$ cat src/rtl/pgm_sequencer.sv
// EPROM programmer sequencer: loads a host frame into a byte buffer, then
// programs each byte with a timed prog_ce pulse under the 25 V supply.
// Per byte: ADDR, FETCH, PULSE_CYC pulse cycles, GAP (PULSE_CYC+3 cycles).
module pgm_sequencer #(
  parameter int PULSE_CYC   = 2500000,
  parameter int SETTLE_CYC  = 50000,
  parameter int TIMEOUT_CYC = 5000000
) (
  input  logic        clk,
  input  logic        rst,
  input  logic [7:0]  rx_data,
  input  logic        new_rx_data,
  input  logic        tx_busy,
  output logic [7:0]  tx_data,
  output logic        new_tx_data,
  output logic        buf_we,
  output logic [10:0] buf_addr,
  output logic [7:0]  buf_wdata,
  input  logic [7:0]  buf_rdata,
  output logic [10:0] ep_addr,
  output logic [7:0]  ep_data,
  output logic        ale,
  output logic        prog_ce,
  output logic        vdd_25,
  output logic        busy
);

  typedef enum logic [3:0] {
    S_IDLE, S_LEN_HI, S_LEN_LO, S_LOAD, S_VUP, S_ADDR,
    S_FETCH, S_PULSE, S_GAP, S_VDOWN, S_RESP
  } state_t;

  localparam logic [7:0]  CMD_PGM    = 8'h50;
  localparam logic [7:0]  CMD_STAT   = 8'h53;
  localparam logic [7:0]  RSP_OK     = 8'h4B;
  localparam logic [7:0]  RSP_TMO    = 8'h45;
  localparam logic [7:0]  RSP_BAD    = 8'h3F;
  localparam logic [31:0] PULSE_LAST  = 32'(PULSE_CYC - 1);
  localparam logic [31:0] SETTLE_LAST = 32'(SETTLE_CYC - 1);
  localparam logic [31:0] TMO_LAST    = 32'(TIMEOUT_CYC - 1);

  state_t      state_q, state_d;
  logic [2:0]  hi3_q, hi3_d;
  logic [11:0] len_q, len_d;
  logic [11:0] byte_cnt_q, byte_cnt_d;
  logic [10:0] idx_q, idx_d;
  logic [31:0] tmo_q, tmo_d;
  logic [31:0] tim_q, tim_d;
  logic [7:0]  code_q, code_d;
  logic        last_ok_q, last_ok_d;
  logic [10:0] ep_addr_q, ep_addr_d;
  logic [7:0]  ep_data_q, ep_data_d;
  logic        prog_ce_q, prog_ce_d;
  logic        vdd_q, vdd_d;

  logic        last_idx;
  logic        tmo_hit;

  // Program index has reached the final byte of the frame.
  assign last_idx = ({1'b0, idx_q} == (len_q - 12'd1));
  // A full TIMEOUT_CYC run of cycles without a host byte.
  assign tmo_hit  = !new_rx_data && (tmo_q == TMO_LAST);

  // State and datapath registers; reset clears everything asynchronously.
  always_ff @(posedge clk or posedge rst) begin
    if (rst) begin
      state_q    <= S_IDLE;
      hi3_q      <= '0;
      len_q      <= '0;
      byte_cnt_q <= '0;
      idx_q      <= '0;
      tmo_q      <= '0;
      tim_q      <= '0;
      code_q     <= '0;
      last_ok_q  <= 1'b0;
      ep_addr_q  <= '0;
      ep_data_q  <= '0;
      prog_ce_q  <= 1'b0;
      vdd_q      <= 1'b0;
    end else begin
      state_q    <= state_d;
      hi3_q      <= hi3_d;
      len_q      <= len_d;
      byte_cnt_q <= byte_cnt_d;
      idx_q      <= idx_d;
      tmo_q      <= tmo_d;
      tim_q      <= tim_d;
      code_q     <= code_d;
      last_ok_q  <= last_ok_d;
      ep_addr_q  <= ep_addr_d;
      ep_data_q  <= ep_data_d;
      prog_ce_q  <= prog_ce_d;
      vdd_q      <= vdd_d;
    end
  end

  // Next-state and datapath update logic.
  always_comb begin
    state_d    = state_q;
    hi3_d      = hi3_q;
    len_d      = len_q;
    byte_cnt_d = byte_cnt_q;
    idx_d      = idx_q;
    tmo_d      = tmo_q;
    tim_d      = tim_q;
    code_d     = code_q;
    last_ok_d  = last_ok_q;
    ep_addr_d  = ep_addr_q;
    ep_data_d  = ep_data_q;
    case (state_q)
      S_IDLE: begin
        if (new_rx_data) begin
          if (rx_data == CMD_PGM) begin
            tmo_d   = '0;
            state_d = S_LEN_HI;
          end else if (rx_data == CMD_STAT) begin
            code_d  = {7'b0, last_ok_q};
            state_d = S_RESP;
          end else begin
            code_d    = RSP_BAD;
            last_ok_d = 1'b0;
            state_d   = S_RESP;
          end
        end
      end
      S_LEN_HI, S_LEN_LO, S_LOAD: begin
        if (tmo_hit) begin
          code_d    = RSP_TMO;
          last_ok_d = 1'b0;
          state_d   = S_RESP;
        end else if (!new_rx_data) begin
          tmo_d = tmo_q + 32'd1;
        end else begin
          tmo_d = '0;
          if (state_q == S_LEN_HI) begin
            hi3_d   = rx_data[2:0];
            state_d = S_LEN_LO;
          end else if (state_q == S_LEN_LO) begin
            len_d      = 12'({hi3_q, rx_data}) + 12'd1;
            byte_cnt_d = '0;
            idx_d      = '0;
            state_d    = S_LOAD;
          end else begin
            byte_cnt_d = byte_cnt_q + 12'd1;
            if ((byte_cnt_q + 12'd1) == len_q) begin
              // Index returns to 0 here so it never wraps on a 2048-byte frame.
              idx_d   = '0;
              tim_d   = '0;
              state_d = S_VUP;
            end else begin
              idx_d = idx_q + 11'd1;
            end
          end
        end
      end
      S_VUP: begin
        if (tim_q == SETTLE_LAST) begin
          tim_d     = '0;
          ep_addr_d = idx_q;
          state_d   = S_ADDR;
        end else begin
          tim_d = tim_q + 32'd1;
        end
      end
      S_ADDR: begin
        // buf_addr already held this index last cycle, so read data is valid now.
        ep_data_d = buf_rdata;
        state_d   = S_FETCH;
      end
      S_FETCH: begin
        ep_data_d = buf_rdata;
        tim_d     = '0;
        state_d   = S_PULSE;
      end
      S_PULSE: begin
        if (tim_q == PULSE_LAST) begin
          tim_d   = '0;
          state_d = S_GAP;
        end else begin
          tim_d = tim_q + 32'd1;
        end
      end
      S_GAP: begin
        if (last_idx) begin
          tim_d   = '0;
          state_d = S_VDOWN;
        end else begin
          idx_d     = idx_q + 11'd1;
          ep_addr_d = idx_q + 11'd1;
          state_d   = S_ADDR;
        end
      end
      S_VDOWN: begin
        if (tim_q == SETTLE_LAST) begin
          code_d    = RSP_OK;
          last_ok_d = 1'b1;
          state_d   = S_RESP;
        end else begin
          tim_d = tim_q + 32'd1;
        end
      end
      S_RESP: begin
        if (!tx_busy) state_d = S_IDLE;
      end
      default: state_d = S_IDLE;
    endcase
    // High-voltage controls are registered from the upcoming state.
    prog_ce_d = (state_d == S_PULSE);
    vdd_d     = (state_d inside {S_VUP, S_ADDR, S_FETCH, S_PULSE, S_GAP});
  end

  // Output decode; during GAP the buffer address runs one index ahead.
  always_comb begin
    buf_we      = (state_q == S_LOAD) && new_rx_data;
    buf_wdata   = rx_data;
    buf_addr    = ((state_q == S_GAP) && !last_idx) ? (idx_q + 11'd1) : idx_q;
    ale         = (state_q == S_ADDR);
    new_tx_data = (state_q == S_RESP) && !tx_busy;
    tx_data     = code_q;
    busy        = (state_q != S_IDLE);
    ep_addr     = ep_addr_q;
    ep_data     = ep_data_q;
    prog_ce     = prog_ce_q;
    vdd_25      = vdd_q;
  end

endmodule

$ cat config.mk
export PLATFORM = sky130hd
export DESIGN_NAME = pgm_sequencer
export DESIGN_NICKNAME = d
export VERILOG_FILES = /design/src/rtl/pgm_sequencer.sv
export SDC_FILE = /design/constraint.sdc
export NUM_CORES = 1
export LEC_CHECK = 0
export CAP_MARGIN = 20
export CORE_MARGIN = 10
export CORE_UTILIZATION = 63
export DETAILED_ROUTE_END_ITERATION = 8
export GPL_TIMING_DRIVEN = 0
export PLACE_DENSITY = 0.86
export SYNTH_ARGS = -nofsm -noshare
export SYNTH_HDL_FRONTEND = slang
export SYNTH_SLANG_ARGS = --single-unit
$ cat constraint.sdc
create_clock -name clk -period 7 [get_ports clk]
set_input_delay 0.7 -clock clk [delete_from_list [all_inputs] [get_ports clk]]
set_output_delay 0.7 -clock clk [all_outputs]
set_load 0.02 [all_outputs]
-- Yosys cells after proc, flatten, opt, wreduce, memory -nomap -nowiden
Index checks and enable logic that the tools add are counted.
- equality and inequality tests: 37
- reductions and logical operators: 26
- multiplexer cells: 51
- bitwise logic cells: 2
- $add $sub $neg: 6
- operator list (operator ; number):
    two-way mux 32 bit ; 13
    one-hot mux 32 bit (6 select lines) ; 1
    two-way mux 11 bit ; 8
    adder 32 x 1 -> 32 bit, second input constant ; 2
    one-hot mux 32 bit (2 select lines) ; 1
    two-way mux 4 bit ; 12
    one-hot mux 11 bit (2 select lines) ; 2
    one-hot mux 4 bit (9 select lines) ; 1
    equality test 32 x 16 -> 1 bit, second input constant ; 1
    equality test 32 x 22 -> 1 bit, second input constant ; 1
    equality test 32 x 23 -> 1 bit, second input constant ; 1
    equality test 4 x 3 -> 1 bit, second input constant ; 8
    two-way mux 8 bit ; 4
    inequality test 2 bit, second input constant ; 15
    one-hot mux 8 bit (3 select lines) ; 1
    equality test 4 bit, second input constant ; 4
    equality test 8 x 7 -> 1 bit, second input constant ; 2
    AND reduction 5 bit ; 3
    adder 11 x 1 -> 12 bit, second input constant ; 1
    adder 12 x 1 -> 12 bit, second input constant ; 1
    equality test 11 x 12 -> 1 bit ; 1
    equality test 12 bit ; 1
    two-way mux 12 bit ; 1
    AND reduction 4 bit ; 3
    other kinds (21) ; 34
- register bits after elaboration: 136
- output and inout port bits: 52
- input bits: 20
- logic and storage cells: 135

-- Logic depth before layout (Yosys ltp)
Gate-level depths: netlist of run 1.
- depth after elaboration: 10
- gate-level depth with buffers: 12
- depth with buffers taken out: 9

-- Least setup slack after synthesis of run 1
OpenSTA, ideal clock, no wires.
- path kind: reg-to-output
- start: register len_q[0]
- end: output port buf_addr[0]
- arrival: 2.954 ns
- path buffers: 2
- stages on the path, launching flop included: 11
- slack: 3.346 ns
- required time: 6.300 ns
- cells stage by stage: dfrtp_1 clkbuf_1 inv_1 ha_1 or4b_4 nor3_2 o221ai_1 a2111o_1 o31a_4 clkbuf_1 xor2_1
- cells in the longest elaborated chain, start to end: 5
- ends and longest elaborated chain (element ; line ; RTL):
    start, declared ; 44 ; logic [11:0] len_q, len_d;
    start signal, assigned ; 83 ; len_q <= len_d;
    subtractor 12 x 1 -> 12 bit ; 60 ; assign last_idx = ({1'b0, idx_q} == (len_q - 12'd1));
    equality test 11 x 12 -> 1 bit ; 60 ;
    zero test 1 bit ; 216 ; buf_addr = ((state_q == S_GAP) && !last_idx) ? (idx_q + 11'd1) : idx_q;
    logical AND 1 bit ; 216 ;
    two-way mux 11 bit ; 216 ;
    end, declared ; 17 ; output logic [10:0] buf_addr,
No other way between the ends.

-- Final worst setup path of run 1
- start: register len_q[0]
- end: output port buf_addr[5]
The elaborated chain is that of the path after synthesis.

==> impl_metrics.env, run 1 <==
export IMPL_status="complete, no violations"
export IMPL_synth_compound_area_share_pct=15.7
export IMPL_slew_violations=0
export IMPL_htree_levels=4
export IMPL_finalHoldViolations=0
export IMPL_drt_wirelength_per_cell_um=17.9
export IMPL_place_hpwl_um=14900
export IMPL_multiInputGateArea_sq_um=4520
export IMPL_instances_no_fill=1216
export IMPL_critPathRequiredTime_ns=6.30
export IMPL_netlist_top_cells_area="dfrtp_1, xnor2_1, nand2_1"
export IMPL_synthMuxAreaShare_pct=4.06
export IMPL_synthCells=940
export IMPL_hold_path_cell_count=1
export IMPL_die_area_sq_um=18200
export IMPL_grt_antenna_before_repair=0
export IMPL_grt_pass1_vias=7307
export IMPL_crit_chain="clkbuf_1 > inv_1 > ha_1 > or4b_4 > nor3_1 > nand4b_1 > a2111o_1 > o31a_4 > clkbuf_1 > nand2_1 > xnor2_1 > clkdlybuf4s50_1"
export IMPL_pre_cts_ws_ns=2.50
export IMPL_critical_path_slowest_cell="clkdlybuf4s50_1"
export IMPL_place_congestion=0.910
export IMPL_synth_most_common_cell="dfrtp_1"
export IMPL_gr_usage_all_layers_pct=24.0
export IMPL_place_area_sq_um=9250
export IMPL_cts_sinks=133
export IMPL_seqCellArea_sq_um=3330
export IMPL_finalPower_mw=3.28
export IMPL_fillers=868
export IMPL_reg2reg_slack_ns=3.39
export IMPL_period_share_pct=71.4
export IMPL_rsz0062_at_grt="no"
export IMPL_synth_edf_count=0
export IMPL_post_route_util_pct=77.0
export IMPL_setup_violations_final=0
export IMPL_wl_met3_um=1640
export IMPL_powerDensity_nw_per_um2=333
export IMPL_numCtsBuffers=17
export IMPL_drt_wl_total_um=21800
export IMPL_chipHeight_um=135
export IMPL_synth_distinct_cells=71
export IMPL_path_depth=12
export IMPL_path_common_cell="clkbuf_1"
export IMPL_start_util_pct=65.0
export IMPL_drive_above_1_share_pct=8.52
export IMPL_via_count=7649
export IMPL_dr_wl_met2_um=10200
export IMPL_startpoint_type="flip-flop"
export IMPL_yosys_warnings=0
export IMPL_ir_drop_mv=0.251
export IMPL_synth_fa_ha_area_share_pct=1.06
export IMPL_highest_layer="met4"
export IMPL_postCtsHoldBufs=0
export IMPL_async_flop_share_pct=100
export IMPL_rows=41
export IMPL_synth_fp_nets=967
export IMPL_cap_viol_max_count=0
export IMPL_num_io_pins=72
export IMPL_syn2layout_area_growth_pct=18.6
export IMPL_core_sq_um=12800
export IMPL_arrival_ns=4.30
export IMPL_postSynthAreaPerCell_sq_um=8.83
export IMPL_port_buffers=70
export IMPL_cp_slowest_stage_delay_ns=0.63
export IMPL_synth_area_leader_cell="dfrtp_1"
export IMPL_hold_slack_ns=0.481
export IMPL_fin_skew_ns=0.00922
export IMPL_yosys_area_share_simple_pct=24.9
export IMPL_path_max_fanout=10
export IMPL_max_slew_margin_rel_pct=31.9
export IMPL_routed_via_density=6.29
export IMPL_fin_ws_ns=2.00
export IMPL_yosysSeqAreaShare_pct=40.1
export IMPL_cts_resized=0
export IMPL_clk_latency_ns=0.43
export IMPL_cts_root_buffer="clkbuf_16"
export IMPL_reg2regPathDepth=8
export IMPL_end_kind="primary output"
export IMPL_synth_top_family_by_area="simple AND/OR/NAND/NOR gates"
export IMPL_grt_first_pass_wirelength_um=36000
export IMPL_final_nets=1058
export IMPL_ys_flop_type="dfrtp_1"
export IMPL_crit_family="buffers and inverters"
export IMPL_chipWidth_um=135
export IMPL_clk_path_buf_depth=2
export IMPL_fin_crit_ns=5.00
export IMPL_path_buf_inv=4
export IMPL_leakagePower_nw=4.11
export IMPL_place_inst=1184
export IMPL_synth_area_sq_um=8300
export IMPL_synth_xor_area_share_pct=8.66
export IMPL_fin_area_sq_um=9840
export IMPL_tritoncts="done"
export IMPL_wl_met1_um=9540
export IMPL_setup_tns_final_ns=0
export IMPL_synth_top_cells_by_count="dfrtp_1, nand2_1, nand3_1"
export IMPL_fmax_ghz=0.200
export IMPL_synth_top_area_share_pct=40.1
export IMPL_crit_type="reg2out"
export IMPL_drt_iter0_markers=840
export IMPL_min_path_type="reg2reg"
export IMPL_cts_setup_buffers=0
export IMPL_grt_max_degree=69
export IMPL_overflow=0
export IMPL_ys_ff_latch=133
export IMPL_dr_pass1_iters=6
export IMPL_postRouteAntennaNets=0
export IMPL_diodes=0
export IMPL_clk_pin_slew_ns=0.06
export IMPL_worst_slew_pin_slew_ns=0.995
export IMPL_drc=0
## flip-flops by register name, summed over array words and instances, names as in the netlist, 4 cells and up
register,cells
byte_cnt_q,12
ep_addr,11
ep_data,8
idx_q,11
len_q,12
state_q,4
tim_q,32
tmo_q,32
tx_data,5
## logic make-up after synthesis
kind of cell,after synthesis
other,1
DFF,133
AOI/OAI and AO/OA,199
and+or+nand+nor,392
muxes,27
adders and majority gates,7
xor gates and xnor gates,82
buffers and inverters,99
## path summary, 6_finish.rpt
check / startpoint / to
max: len_q[0] / buf_addr[5]
min: last_ok_q / last_ok_q
max reg2reg: len_q[0] / idx_q[8]
min reg2reg: last_ok_q / last_ok_q
max in group asynchronous: rst / tmo_q[29]
min in group asynchronous: rst / last_ok_q
## metal layers
metal  vias up  track usage, %
met4         0            8.16
met1      3738            31.3
met2       297            37.5
met3        35            6.82
li1       3579               -
met5         -               0
## cell type report
| cell class | instances | area share (%) |
|---|---|---|
| multi-input cells | 708 | 45.9 |
| flip-flops and latches | 133 | 33.8 |
| repair buffers | 72 | 7.44 |
| clock buffers | 23 | 4.96 |
| plain buffers | 71 | 3.50 |
| well taps | 172 | 2.19 |
| inverters | 28 | 1.12 |
| clock inverters | 9 | 1.02 |
## report_power, final
| part | switching (mW) | internal [mW] | total [mW] |
|---|---|---|---|
| Sequential | 0.120 | 0.912 | 1.03 |
| Combinational | 0.829 | 0.525 | 1.35 |
| Clock | 0.331 | 0.558 | 0.889 |
## worst reg2reg max path, stage by stage, from the launching register on
cell,delay [ns]
dfrtp_1,0.35
clkbuf_1,0.20
nor4_1,0.88
nand4b_1,0.20
xnor2_1,0.19
a2111oi_0,0.80
a32oi_1,0.52
o21ai_0,0.24
a22o_1,0.17
## layout by cell type (no fill, tap or decap), types with 5 or more instances in the layout
| cell | count |
|---|---|
| and4_1 | 12 |
| nand3_1 | 58 |
| nor2b_1 | 15 |
| nand2_1 | 99 |
| or4_1 | 5 |
| o31ai_1 | 8 |
| clkinv_2 | 5 |
| clkdlybuf4s50_1 | 70 |
| clkbuf_16 | 17 |
| mux2_4 | 10 |
| xor2_1 | 36 |
| and2_1 | 14 |
| a41oi_1 | 8 |
| ha_1 | 7 |
| nor2_1 | 56 |
| dfrtp_1 | 133 |
| buf_1 | 5 |
| or3_1 | 10 |
| a22o_1 | 15 |
| xnor2_1 | 46 |
| a21oi_1 | 41 |
| o21ai_0 | 54 |
| inv_1 | 25 |
| nor4_1 | 18 |
| clkbuf_1 | 50 |
| buf_4 | 13 |
| mux2_2 | 13 |
| and3_1 | 36 |
| nor3_1 | 21 |
| nand4_1 | 22 |
| a31oi_1 | 28 |
Note: power is estimated with default switching activity, not from simulation.
==> inputs of run 2 (changes only) <==
--- a/config.mk
+++ b/config.mk
@@ -7,10 +7,10 @@
 export LEC_CHECK = 0
 export CAP_MARGIN = 20
 export CORE_MARGIN = 10
-export CORE_UTILIZATION = 63
+export CORE_UTILIZATION = 53
 export DETAILED_ROUTE_END_ITERATION = 8
 export GPL_TIMING_DRIVEN = 0
-export PLACE_DENSITY = 0.86
+export PLACE_DENSITY = 0.77
 export SYNTH_ARGS = -nofsm -noshare
 export SYNTH_HDL_FRONTEND = slang
 export SYNTH_SLANG_ARGS = --single-unit
==> constraint.sdc (replaced) <==
create_clock -name clk -period 4.3 [get_ports clk]
set_input_delay 0.43 -clock clk [delete_from_list [all_inputs] [get_ports clk]]
set_output_delay 0.43 -clock clk [all_outputs]
set_load 0.02 [all_outputs]
==> run 2 against run 1 <==
Die area up 16%. Sequential power up 63%. Via count down 2.2%. Highest routed layer unchanged. Sequential cell count unchanged. Largest power group unchanged. Register-to-register slack worse by 2.7 ns.
==> impl_metrics.env, run 2 (synthesis results as in run 1) <==
export IMPL_place_hpwl_um=15100
export IMPL_multiInputGateArea_sq_um=4530
export IMPL_fillers=1269
export IMPL_start_util_pct=54.4
export IMPL_numCtsBuffers=17
export IMPL_drt_iter0_markers=771
export IMPL_cts_sinks=133
export IMPL_drive_above_1_share_pct=9.59
export IMPL_via_count=7483
export IMPL_grt_antenna_before_repair=0
export IMPL_dr_pass1_iters=5
export IMPL_syn2layout_area_growth_pct=19.0
export IMPL_reg_top3="tim_q (32), tmo_q (32)"
export IMPL_cap_viol_max_count=0
export IMPL_startpoint_type="flip-flop"
export IMPL_gr_usage_all_layers_pct=19.8
export IMPL_place_inst=1223
export IMPL_arrival_ns=3.68
export IMPL_place_area_sq_um=9300
export IMPL_fmax_ghz=0.244
export IMPL_leakagePower_nw=4.13
export IMPL_cts_root_buffer="clkbuf_16"
export IMPL_rows=45
export IMPL_drt_wl_total_um=21300
export IMPL_setup_tns_final_ns=0
export IMPL_crit_type="reg2out"
export IMPL_slew_violations=0
export IMPL_rsz0062_at_grt="no"
export IMPL_diodes=0
export IMPL_drc=0
export IMPL_powerDensity_nw_per_um2=543
export IMPL_postRouteAntennaNets=0
export IMPL_setup_violations_final=0
export IMPL_final_nets=1057
export IMPL_grt_max_degree=99
export IMPL_num_io_pins=72
export IMPL_final_common_cell="dfrtp_1"
export IMPL_finalPower_mw=5.36
export IMPL_grt_pass1_vias=6965
export IMPL_period_share_pct=95.5
export IMPL_critical_path_slowest_cell="or4b_4"
export IMPL_status="complete, no violations"
export IMPL_place_congestion=0.886
export IMPL_chipWidth_um=145
export IMPL_critPathRequiredTime_ns=3.87
export IMPL_clk_pin_slew_ns=0.06
export IMPL_grt_first_pass_wirelength_um=35600
export IMPL_fin_crit_ns=4.11
export IMPL_crit_chain="inv_1 > ha_2 > or4b_4 > nor3_2 > o221ai_1 > a2111o_1 > o31a_4 > clkbuf_4 > nand2_1 > xnor2_1 > clkdlybuf4s15_2"
export IMPL_max_slew_margin_rel_pct=28.9
export IMPL_fin_skew_ns=0.00834
export IMPL_fin_area_sq_um=9870
export IMPL_min_path_type="in2async"
export IMPL_instances_no_fill=1254
export IMPL_overflow=0
export IMPL_clk_path_buf_depth=2
export IMPL_layout_common_cells="dfrtp_1, nand2_1, clkdlybuf4s50_1"
export IMPL_die_area_sq_um=21100
export IMPL_hold_slack_ns=0.364
export IMPL_ir_drop_mv=0.448
export IMPL_chipHeight_um=145
export IMPL_seqCellArea_sq_um=3330
export IMPL_cp_slowest_stage_delay_ns=0.52
export IMPL_finalHoldViolations=0
export IMPL_worst_slew_pin_slew_ns=1.06
export IMPL_clk_latency_ns=0.43
export IMPL_cts_setup_buffers=0
export IMPL_core_sq_um=15300
export IMPL_path_max_fanout=10
export IMPL_end_kind="primary output"
export IMPL_port_buffers=70
export IMPL_htree_levels=4
export IMPL_routed_via_density=5.97
export IMPL_tritoncts="done"
export IMPL_drt_wirelength_per_cell_um=16.9
run 2: cell count changes in the layout (fill, tap and decap cells not counted), sizes merged:
cell	change
bufinv	+1
clkbuf	+6
clkinv	-1
clkdlybuf4s15	+1
clkdlybuf4s50	-11
dlygate4sd2	+3
run 2: path summary, 6_finish.rpt:
check	from	to	slack (ns)	cells after the start
max in group asynchronous	rst	len_q[0]	3.11	3
min in group clk	last_ok_q	last_ok_q	0.48	1
hold reg to reg	last_ok_q	last_ok_q	0.48	1
setup / recovery	len_q[1]	buf_addr[10]	0.19	11
hold / removal	rst	tim_q[25]	0.36	2
setup reg to reg	byte_cnt_q[0]	idx_q[7]	0.71	9
run 2: critical path, delay by kind of cell (launching register included):
kind            cells  cell delay, ns
buf+inv             3            0.60
simple gates        3            0.80
flops               1            0.47
xor+xnor            1            0.12
compound gates      3            1.03
fa+ha+maj           1            0.22
run 2: power by group:
group	switching, mW	internal (mW)	total, mW
clock network	0.541	0.953	1.49
registers	0.198	1.49	1.68
logic	1.33	0.844	2.18
total	2.07	3.28	5.36
run 2: timing repair:
action	CTS	global route
endpoints found under the hold margin	0	0
resized for setup	24	10
hold buffers	0	0
endpoints found under the setup margin	11	11
run 2: area by class of cell:
cell class / instances / area share, %
multi-input combinational: 708 / 45.9
clock buffer: 23 / 4.84
sequential: 133 / 33.7
inverter: 28 / 1.12
timing repair buffer: 72 / 7.03
buffer: 70 / 3.48
tap: 211 / 2.67
clock inverter: 9 / 1.27
run 2: stage by stage:
stage | worst slack (ns) | utilization [%]
finish | 0.194 | 64.7
global route | 0.0232 | 64.7
CTS | -0.00321 | 64.9
detailed placement | -0.0822 | 60.9
global placement | -1.72 | 60.7
floorplan | 0.316 | -
run 2: routing by layer:
metal	vias to the layer above	track usage, %	part of all wire [%]
li1	3569	-	-
met1	3632	26.6	45
met2	252	30.6	46
met3	30	5.28	6.9
met4	0	6.22	1.6
met5	-	0	0
